$ cat src/rtl/hls_fp17_mul_core_flow_ctrl.sv
// Flow/stall controller for the fp17 multiplier core: operand join,
// valid tracking through the core pipeline, backpressure and drain.
module hls_fp17_mul_core_flow_ctrl #(
  parameter  int LAT  = 3,
  parameter  int CNTW = 32,
  localparam int IW   = $clog2(LAT + 1)
) (
  input  logic            nvdla_core_clk,
  input  logic            nvdla_core_rstn,
  input  logic            chn_a_vld,
  output logic            chn_a_rdy,
  input  logic            chn_b_vld,
  output logic            chn_b_rdy,
  output logic            chn_o_vld,
  input  logic            chn_o_rdy,
  output logic            core_wen,
  output logic            core_wten,
  output logic            issue,
  input  logic            flush_req,
  output logic            flush_done,
  output logic [IW-1:0]   inflight,
  output logic [CNTW-1:0] op_cnt,
  output logic            idle
);

  typedef enum logic [1:0] {
    IDLE,
    BUSY,
    DRAIN,
    DONE
  } state_t;

  state_t         state;
  logic [LAT-1:0] pv;
  logic           retire;
  logic [IW-1:0]  inflight_nxt;

  assign chn_o_vld = pv[LAT-1];
  assign core_wen  = ~(pv[LAT-1] & ~chn_o_rdy);
  assign issue     = chn_a_vld & chn_b_vld & core_wen
                   & (state != DRAIN);
  assign chn_a_rdy = issue;
  assign chn_b_rdy = issue;
  assign retire    = pv[LAT-1] & chn_o_rdy;
  assign idle      = (state == IDLE) && (inflight == '0);

  always_comb begin
    inflight_nxt = inflight + IW'(issue) - IW'(retire);
  end

  always_ff @(posedge nvdla_core_clk) begin
    if (!nvdla_core_rstn) begin
      pv         <= '0;
      inflight   <= '0;
      op_cnt     <= '0;
      core_wten  <= 1'b1;
      flush_done <= 1'b0;
      state      <= IDLE;
    end else begin
      // the retiring result falls off the top when the pipe advances
      if (core_wen)
        pv <= (pv << 1) | LAT'(issue);
      inflight   <= inflight_nxt;
      if (issue)
        op_cnt <= op_cnt + CNTW'(1);
      core_wten  <= ~core_wen;
      flush_done <= 1'b0;
      unique case (state)
        IDLE: begin
          if (flush_req) begin
            if (issue) begin
              state <= DRAIN;
            end else begin
              state      <= DONE;
              flush_done <= 1'b1;
            end
          end else if (issue) begin
            state <= BUSY;
          end
        end
        BUSY: begin
          if (flush_req)
            state <= DRAIN;
          else if (inflight_nxt == '0 && !issue)
            state <= IDLE;
        end
        DRAIN: begin
          if (inflight == '0) begin
            state      <= DONE;
            flush_done <= 1'b1;
          end
        end
        DONE: begin
          state <= issue ? BUSY : IDLE;
        end
        default: state <= IDLE;
      endcase
    end
  end

endmodule

$ cat config.mk
export PLATFORM = sky130hd
export DESIGN_NAME = hls_fp17_mul_core_flow_ctrl
export DESIGN_NICKNAME = d
export VERILOG_FILES = /design/src/rtl/hls_fp17_mul_core_flow_ctrl.sv
export SDC_FILE = /design/constraint.sdc
export NUM_CORES = 1
export LEC_CHECK = 0
export ABC_AREA = 1
export CAP_MARGIN = 20
export CORE_MARGIN = 2
export CORE_UTILIZATION = 55
export DETAILED_ROUTE_END_ITERATION = 8
export PLACE_DENSITY = 0.84
export SETUP_SLACK_MARGIN = 0.2
export SYNTH_ARGS = -nofsm -noshare
export SYNTH_HDL_FRONTEND = slang
export SYNTH_SLANG_ARGS = --single-unit
$ cat constraint.sdc
create_clock -name nvdla_core_clk -period 4 [get_ports nvdla_core_clk]
set_input_delay 0.6 -clock nvdla_core_clk [delete_from_list [all_inputs] [get_ports nvdla_core_clk]]
set_output_delay 0.6 -clock nvdla_core_clk [all_outputs]
set_load 0.02 [all_outputs]
# Word-level counts from Yosys, hierarchy flattened
# Index checks and enable logic that the tools add are counted.
[classes]
n_reduce_logical = 7
addsub = 3
n_eq_ne = 7
mux = 12
bitwise_logic = 8
[ops]
columns = ["cell", "n"]
rows = [
  ["$add A32 B1 Y32 const B", 1],
  ["$mux W2", 5],
  ["$pmux W2 S4", 1],
  ["$logic_not A2 Y1", 3],
  ["$ne A3 B3 Y1 const B", 2],
  ["$and A1 B1 Y1", 5],
  ["$mux W1", 5],
  ["$eq A2 B2 Y1 const B", 2],
  ["$ne A2 B2 Y1 const B", 2],
  ["$or A3 B1 Y3", 1],
  ["$reduce_and A3 Y1", 1],
  ["$add A2 B1 Y2", 1],
  ["$eq A2 B1 Y1 const B", 1],
  ["$logic_and A1 B1 Y1", 2],
  ["$not A1 Y1", 2],
  ["$pmux W1 S2", 1],
  ["$sub A2 B1 Y2", 1],
  ["$logic_not A1 Y1", 1],
]
[totals]
elab_cells = 43
ff_bits = 41
inputBits = 6

# Longest topological paths before layout
# Gate-level depths: netlist of the first run.
[logic_depth]
depth_word = 12
ltp_mapped = 16

# Worst setup path after synthesis of the first run
# Ideal clock, no wire load.
[synth_timing]
kind = "in2reg"
from = "in chn_o_rdy"
to = "reg state[0]"
path_slack_ns = 1.900
t_required_ns = 3.930
path_stages = 16
t_arrival_ns = 2.030
cell_sequence = "inv_1 nand2_2 nand3_4 inv_2 buf_2 ha_1 inv_1 nand2_1 nand2_1 nand2_1 nand2_1 nand2_1 nand2_1 nand2_1 nand2_1 a21oi_1"
[synth_via]
elab_chain_len = 11
[synth_rtl]
columns = ["element", "line", "rtl"]
rows = [
  ["from (decl)", "15", "input logic chn_o_rdy,"],
  ["$not A1 Y1 (*)", "39", "assign core_wen = ~(pv[LAT-1] & ~chn_o_rdy);"],
  ["$and A1 B1 Y1 (*)", "39", ""],
  ["$not A1 Y1 (*)", "39", ""],
  ["named net core_wen", "16", "output logic core_wen,"],
  ["$and A1 B1 Y1 (*)", "40", "assign issue = chn_a_vld & chn_b_vld & core_wen"],
  ["$and A1 B1 Y1 (*)", "41", "& (state != DRAIN);"],
  ["named net chn_a_rdy", "11", "output logic chn_a_rdy,"],
  ["$add A2 B1 Y2", "48", "inflight_nxt = inflight + IW'(issue) - IW'(retire);"],
  ["$sub A2 B1 Y2", "48", ""],
  ["$logic_not A2 Y1", "84", "else if (inflight_nxt == '0 && !issue)"],
  ["$logic_and A1 B1 Y1", "84", ""],
  ["$ne A3 B3 Y1 (no line)", "-", ""],
  ["$reduce_and A3 Y1 (no line)", "-", ""],
  ["to (signal assigned)", "94", "state <= issue ? BUSY : IDLE;"],
  ["to (decl)", "33", "state_t state;"],
]
# Mark *: on every way through the listed nets, which the timed path passes. The rest lies on a longest branch.
# A chain may end at the register's enable or synchronous reset.

# Worst setup path after layout of the first run
[layout_timing]
from = "in chn_o_rdy"
to = "out chn_b_rdy"
[layout_via]
elab_chain_len = 5
[layout_rtl]
columns = ["element", "line", "rtl"]
rows = [
  ["$not A1 Y1", "39", ""],
  ["$and A1 B1 Y1", "39", ""],
  ["$not A1 Y1", "39", ""],
  ["$and A1 B1 Y1", "40", ""],
  ["$and A1 B1 Y1", "41", ""],
  ["to (decl)", "13", "output logic chn_b_rdy,"],
]
# Every way passes these cells.

==> metrics.md, run 1 <==
| Metric | Value |
|---|---|
| Status | `complete, no violations` |
| Post-DP HPWL | `4.248 mm` |
| WL per Instance | `12.38 um` |
| Starting DRC count in detailed routing | `219` |
| Synth Cell Area | `2396 um^2` |
| Synth async-reset ratio | `0%` |
| Die Span X | `70.01 um` |
| Total Wirelength | `5.932 mm` |
| Fmax | `0.3419 GHz` |
| Largest net degree at the start of global routing | `24` |
| Post-synth top area share | `34.26%` |
| CORE AREA | `4264 um^2` |
| First-pass iteration count of the detailed router | `4` |
| Max Cap Violations | `0` |
| Vias per cell | `5.163` |
| Setup Crit Path Kind | `input pin to output pin` |
| Util after Layout | `70.60%` |
| Layout net count | `435` |
| Global Route Usage Sum | `25.39%` |
| Clock slew at reported path FFs | `0.08 ns` |
| Worst slack, placed | `1.057 ns` |
| Layout cells sized above 1 | `7.494%` |
| Synthesis warning total | `0` |
| Cts repair resizes | `0` |
| Clock skew | `0.003905 ns` |
| Setup TNS after final layout | `0 ns` |
| Pwr/cell area | `290.8 nW/um^2` |
| Layout area overhead | `25.64%` |
| Antenna Violating Nets Remaining | `0` |
| Rows | `24` |
| Cell mode on critical path | `clkdlybuf4s50_1` |
| Setup WS post-layout | `1.075 ns` |
| Gpl congestion | `0.8755` |
| Post-synthesis compound-gate area fraction | `8.460%` |
| Syn Nets | `388` |
| Post-synthesis xor/xnor area fraction | `2.193%` |
| Hold slack final | `0.4693 ns` |
| Maximum vdd ir drop | `0.2313 mV` |
| Clk Latency, worst-skew pair | `0.30 ns` |
| Initial antenna violation count | `0` |
| Final min period | `2.925 ns` |
| CTS Buf Count | `5` |
| Fin. max-slew vios | `0` |
| Syn Area/Cell | `6.322 um^2` |
| Chain of cells forming the critical path | `clkdlybuf4s50_1, inv_1, nand2_2, nand3_4, inv_2, clkdlybuf4s50_1` |
| Post-Synth Simple-Gate Area | `43.97%` |
| Count of cell types in the netlist | `28` |
| RSZ-0062 raised after global routing | `false` |
| Largest family of logic cells by synthesized area | `simple AND/OR/NAND/NOR gates` |
| Starting density of the core | `56.19%` |
| CTS H-tree lvls | `2` |
| Global-route congestion overflow total | `0` |
| DIE AREA | `4901 um^2` |
| Max FO, Critical Path | `21` |
| Req. time, crit path | `3.40 ns` |
| Final setup vio count | `0` |
| CP max stage delay | `0.68 ns` |
| Vias | `2473` |
| Chip height | `70.01 um` |
| Synth Register Bits | `41` |
| Relative max-transition margin | `48.02%` |
| Number of global-route vias before repair | `2303` |
| IO Pins | `48` |
| Leakage | `1.144 nW` |
| # clock sinks | `41` |
| CP Launch Type | `input pin` |
| Main flop type after synthesis | `dfxtp_1` |
| # DRC | `0` |
| Tcrit/Tclk final | `73.12%` |
| CP Data Arrival Time | `2.32 ns` |
| Post-CTS setup buffer count | `0` |
| Least-Margin Pin Slew | `0.7788 ns` |
| HP Class | `flop to flop` |
| Post-synth EDFFs | `0` |
| Root buffer cell | `clkbuf_8` |
| Clock buffer depth | `2` |
| Setup crit end kind | `output pin` |
| Synth top area cells | `dfxtp_1 (34%), nand2_1 (20%), nor2_1 (8.0%)` |
| Most common library cells after synthesis | `nand2_1 (126), nor2_1 (51), inv_1 (46)` |
| Post-CTS Hold Buffers | `0` |
| Mux contribution to synthesized area | `0%` |
| TritonCTS clock tree | `built` |
| Antenna Cells | `0` |
| First-pass GRT wire length | `10.21 mm` |
| Largest area contributor in the netlist | `dfxtp_1` |
| Synthesized instance count | `379` |
| Slowest library cell on the worst path | `clkdlybuf4s50_1` |
| Most common cell in the synthesized netlist | `nand2_1` |
| Final Hold Viols | `0` |
| Seq/Total Area, Yosys | `34.26%` |
| Port Buffer Count | `47` |
| Adder-cell area share of the yosys netlist | `1.567%` |
-- per-layer routing --
metal / global-route usage, % / part of all wire, % / wire (um) / vias to the layer above
met1: 32.08 / 46 / 2704 / 1127
met3: 4.906 / 4.3 / 255 / 12
li1: - / - / - / 1279
met5: 0 / 0 / 0 / -
met4: 8.974 / 1.6 / 95 / 0
met2: 43.07 / 48 / 2877 / 55
-- through the flow --
step                      total power (W)  instance area, um^2  cells
after floorplan                 0.0004993                 2396    379
after global placement          0.0005303                 2894    471
after detailed placement        0.0005335                 2894    471
after CTS                       0.0008802                 3010    479
after global routing            0.0009145                 3010    479
final                           0.0008753                 3010    479
-- critical path: cells and delay by family --
| kind | cells | cell delay, ns |
|---|---|---|
| simple gates | 2 | 0.21 |
| buf+inv | 4 | 1.51 |
-- cells by family after synthesis --
kind of cell	count (synthesis)
xor+xnor	6
simple gates	233
fa+ha+maj	3
flops	41
buf+inv	56
compound gates	40
-- where the power goes --
| group | internal [W] | total (W) | switching, W |
|---|---|---|---|
| Combinational | 0.0000396 | 0.000101 | 0.0000614 |
| Clock | 0.000204 | 0.000351 | 0.000148 |
| Sequential | 0.000416 | 0.000423 | 0.00000684 |
| Total | 0.000659 | 0.000875 | 0.000216 |
-- flip-flops by register name, indices dropped and copies added, names as in the netlist --
| register | count |
|---|---|
| state | 2 |
| core_wten | 1 |
| op_cnt | 32 |
| pv | 3 |
| inflight | 2 |
| flush_done | 1 |
-- final timing paths --
| check | from | to | slack (ns) | cells after the start |
|---|---|---|---|---|
| worst max-delay path | chn_o_rdy | chn_b_rdy | 1.08 | 6 |
| worst min-delay path | pv[0] | pv[0] | 0.47 | 2 |
| worst max register to register | state[0] | state[0] | 2.16 | 15 |
| worst min register to register | pv[0] | pv[0] | 0.47 | 2 |
-- area by class of cell --
class                           instances  area, um^2
Multi-Input combinational cell        282        1346
Fill cell                             381        1254
Sequential cell                        41       820.8
Timing Repair Buffer                   49       485.5
Inverter                               47       176.4
Clock buffer                            7       86.33
Tap cell                               52       65.06
Clock inverter                          1       30.03
-- placed cells by master (no fill, tap or decap), drive strengths merged --
cell,instances
a21oi,28
and3,2
buf,2
bufinv,1
clkbuf,7
clkdlybuf4s50,47
dfxtp,41
ha,3
inv,47
nand2,132
nand3,21
nand3b,2
nand4,4
nor2,62
nor3,6
nor3b,4
o21a,1
o21ai,11
xnor2,1
xor2,5
Note: power is estimated with default switching activity, not from simulation.
==> inputs of run 2 (changes only) <==
--- a/config.mk
+++ b/config.mk
@@ -8,9 +8,9 @@
 export ABC_AREA = 1
 export CAP_MARGIN = 20
 export CORE_MARGIN = 2
-export CORE_UTILIZATION = 55
+export CORE_UTILIZATION = 52
 export DETAILED_ROUTE_END_ITERATION = 8
-export PLACE_DENSITY = 0.84
+export PLACE_DENSITY = 0.81
 export SETUP_SLACK_MARGIN = 0.2
 export SYNTH_ARGS = -nofsm -noshare
 export SYNTH_HDL_FRONTEND = slang
==> constraint.sdc (replaced) <==
create_clock -name nvdla_core_clk -period 2.9 [get_ports nvdla_core_clk]
set_input_delay 0.435 -clock nvdla_core_clk [delete_from_list [all_inputs] [get_ports nvdla_core_clk]]
set_output_delay 0.435 -clock nvdla_core_clk [all_outputs]
set_load 0.02 [all_outputs]
==> run 2 against run 1 <==
  * Via count down 0.32%
  * Critical path type unchanged
  * Combinational power up 40%
  * Flip-flop and latch count unchanged
  * Register-to-register slack worse by 0.92 ns
  * Utilization down 2.5 points
  * Clock-buffer cell count down 1
  * Sequential share of layout area up 0.24 points
  * Global-route usage down 1.9 points
  * First-iteration DRC count up 22%
==> metrics.md, run 2 (synthesis gave the netlist of run 1 again) <==
| Metric | Value |
|---|---|
| Global-route congestion overflow total | `0 (unchanged)` |
| Fmax | `0.4294 GHz` |
| Initial antenna violation count | `0 (unchanged)` |
| CTS Buf Count | `5 (unchanged)` |
| Final Hold Viols | `0 (unchanged)` |
| Vias | `2465 (-0.32%)` |
| CTS H-tree lvls | `2 (unchanged)` |
| First-pass GRT wire length | `9.611 mm (-5.9%)` |
| Rows | `24 (unchanged)` |
| Filler cells | `398 (+4.5%)` |
| Clock buffer depth | `2 (unchanged)` |
| RSZ-0062 raised after global routing | `false` |
| Largest regs | `op_cnt: 32 flops, pv: 3 flops` |
| Post-CTS Hold Buffers | `0 (unchanged)` |
| Relative max-transition margin | `46.95% (-1.1 points)` |
| Sequential cell area | `820.8 um^2 (unchanged)` |
| WL per Instance | `11.67 um (-5.8%)` |
| Layout cells sized above 1 | `7.710% (+0.22 points)` |
| Max Cap Violations | `0 (unchanged)` |
| IO Pins | `48 (unchanged)` |
| Delay-heaviest family, CP | `buffers and inverters` |
| Status | `complete, no violations` |
| Register name with the most flops | `op_cnt` |
| Maximum vdd ir drop | `0.2193 mV (-5.2%)` |
| Fin. max-slew vios | `0 (unchanged)` |
| Port Buffer Count | `47 (unchanged)` |
| CP Data Arrival Time | `1.89 ns (-0.43 ns)` |
| Clk Latency, worst-skew pair | `0.30 ns (about the same)` |
| Leakage | `1.136 nW (-0.73%)` |
| Total Wirelength | `5.600 mm (-5.6%)` |
| Commonest non-fill, non-tap cell in the layout | `nand2_1` |
| Antenna Violating Nets Remaining | `0 (unchanged)` |
| CORE AREA | `4384 um^2 (+2.8%)` |
| Antenna Cells | `0 (unchanged)` |
| # placed instances | `472 (+0.21%)` |
| Req. time, crit path | `2.47 ns (-0.93 ns)` |
| Post-CTS setup buffer count | `0 (unchanged)` |
| Layout net count | `436 (+0.23%)` |
| Pwr/cell area | `364.5 nW/um^2 (+25%)` |
| Final setup vio count | `0 (unchanged)` |
| HP Class | `flop to flop` |
| Most frequent cells in the layout | `nand2_1 (126), nor2_1 (51), clkdlybuf4s50_1 (47)` |
| Setup crit end kind | `output pin` |
| Starting density of the core | `54.65% (-1.5 points)` |
| Area of the multi-input gates | `1346 um^2 (unchanged)` |
| Tcrit/Tclk final | `80.31%` |
| Layout area overhead | `24.54%` |
| First-pass iteration count of the detailed router | `4 (unchanged)` |
| Least-Margin Pin Slew | `0.7948 ns (+0.01599 ns)` |
| Number of global-route vias before repair | `2196 (-4.6%)` |
| Slowest library cell on the worst path | `clkdlybuf4s50_1` |
| Starting DRC count in detailed routing | `268 (+22%)` |
| CP max stage delay | `0.61 ns (-0.07 ns)` |
| DIE AREA | `5167 um^2 (+5.4%)` |
| Gpl congestion | `0.8419 (-3.8%)` |
| Root buffer cell | `clkbuf_8` |
| Largest register FFs | `32 (unchanged)` |
| Clock skew | `0.005448 ns (+0.001544 ns)` |
| Final Non-Filler Cells | `480 (+0.21%)` |
| CP Launch Type | `input pin` |
| Largest net degree at the start of global routing | `24 (unchanged)` |
| Crit path buf inv count | `4 (unchanged)` |
| Chain of cells forming the critical path | `clkdlybuf4s50_1, inv_1, nand2_2, nand3_4, inv_2, clkdlybuf4s50_1` |
| # DRC | `0 (unchanged)` |
| Die Span X | `71.88 um (+2.7%)` |
| TritonCTS clock tree | `built` |
| Max FO, Critical Path | `6 (-71%)` |
| # clock sinks | `41 (unchanged)` |
| Vias per cell | `5.135 (-0.53%)` |
| Chip height | `71.88 um (+2.7%)` |
| Setup Crit Path Kind | `input pin to output pin` |
| Cts repair resizes | `0 (unchanged)` |
| Clock slew at reported path FFs | `0.07 ns (about the same)` |
| Final min period | `2.329 ns` |
| Post-DP HPWL | `4.167 mm (-1.9%)` |
| Global Route Usage Sum | `23.45% (-1.9 points)` |
| Setup TNS after final layout | `0 ns (unchanged)` |
| Cell mode on critical path | `clkdlybuf4s50_1` |
[run 2: layout make-up]
type | instances | share of cell area [%]
well taps | 52 | 2.180
repair buffers | 50 | 16.52
clock inverters | 2 | 0.3354
clock buffers | 6 | 2.432
multi-input cells | 282 | 45.12
inverters | 47 | 5.912
flip-flops and latches | 41 | 27.51
[run 2: path summary, 6_finish.rpt]
check | startpoint | to | slack (ns) | depth (start not counted)
setup / recovery | chn_o_rdy | chn_b_rdy | 0.57 | 6
hold / removal | pv[0] | pv[0] | 0.47 | 2
setup reg to reg | op_cnt[1] | op_cnt[22] | 1.24 | 6
hold reg to reg | pv[0] | pv[0] | 0.47 | 2
[run 2: per-stage QoR]
step,worst slack (ns),utilization (%),power [W],instance area [um^2],hold slack (ns)
after floorplan,0.9648,-,0.0006886,2396,0.4349
after global placement,0.6067,66.18,0.0007347,2902,0.4413
after detailed placement,0.5684,66.18,0.0007372,2902,0.4565
after CTS,0.5680,68.07,0.001098,2984,0.4689
after global routing,0.4885,68.07,0.001136,2984,0.4898
final,0.5711,68.07,0.001088,2984,0.4669
[run 2: worst min-delay path: cells and delay by family (launching register included)]
| kind | cells | cell delay [ns] |
|---|---|---|
| simple gates | 1 | 0.06 |
| flops | 1 | 0.31 |
| compound gates | 1 | 0.05 |
[run 2: power by group]
group          switching [W]  internal, W  total, W
clock network       0.000197     0.000167  0.000364
registers         0.00000872     0.000574  0.000583
logic              0.0000853    0.0000556  0.000141
total               0.000291     0.000797   0.00109
[run 2: per-layer routing]
metal,part of all wire (%),GRT usage (%),vias to the layer above
met2,47,38.17,70
met4,1.4,8.595,0
met3,6.6,5.204,7
met1,45,30.51,1112
li1,-,-,1276
met5,0,0,-
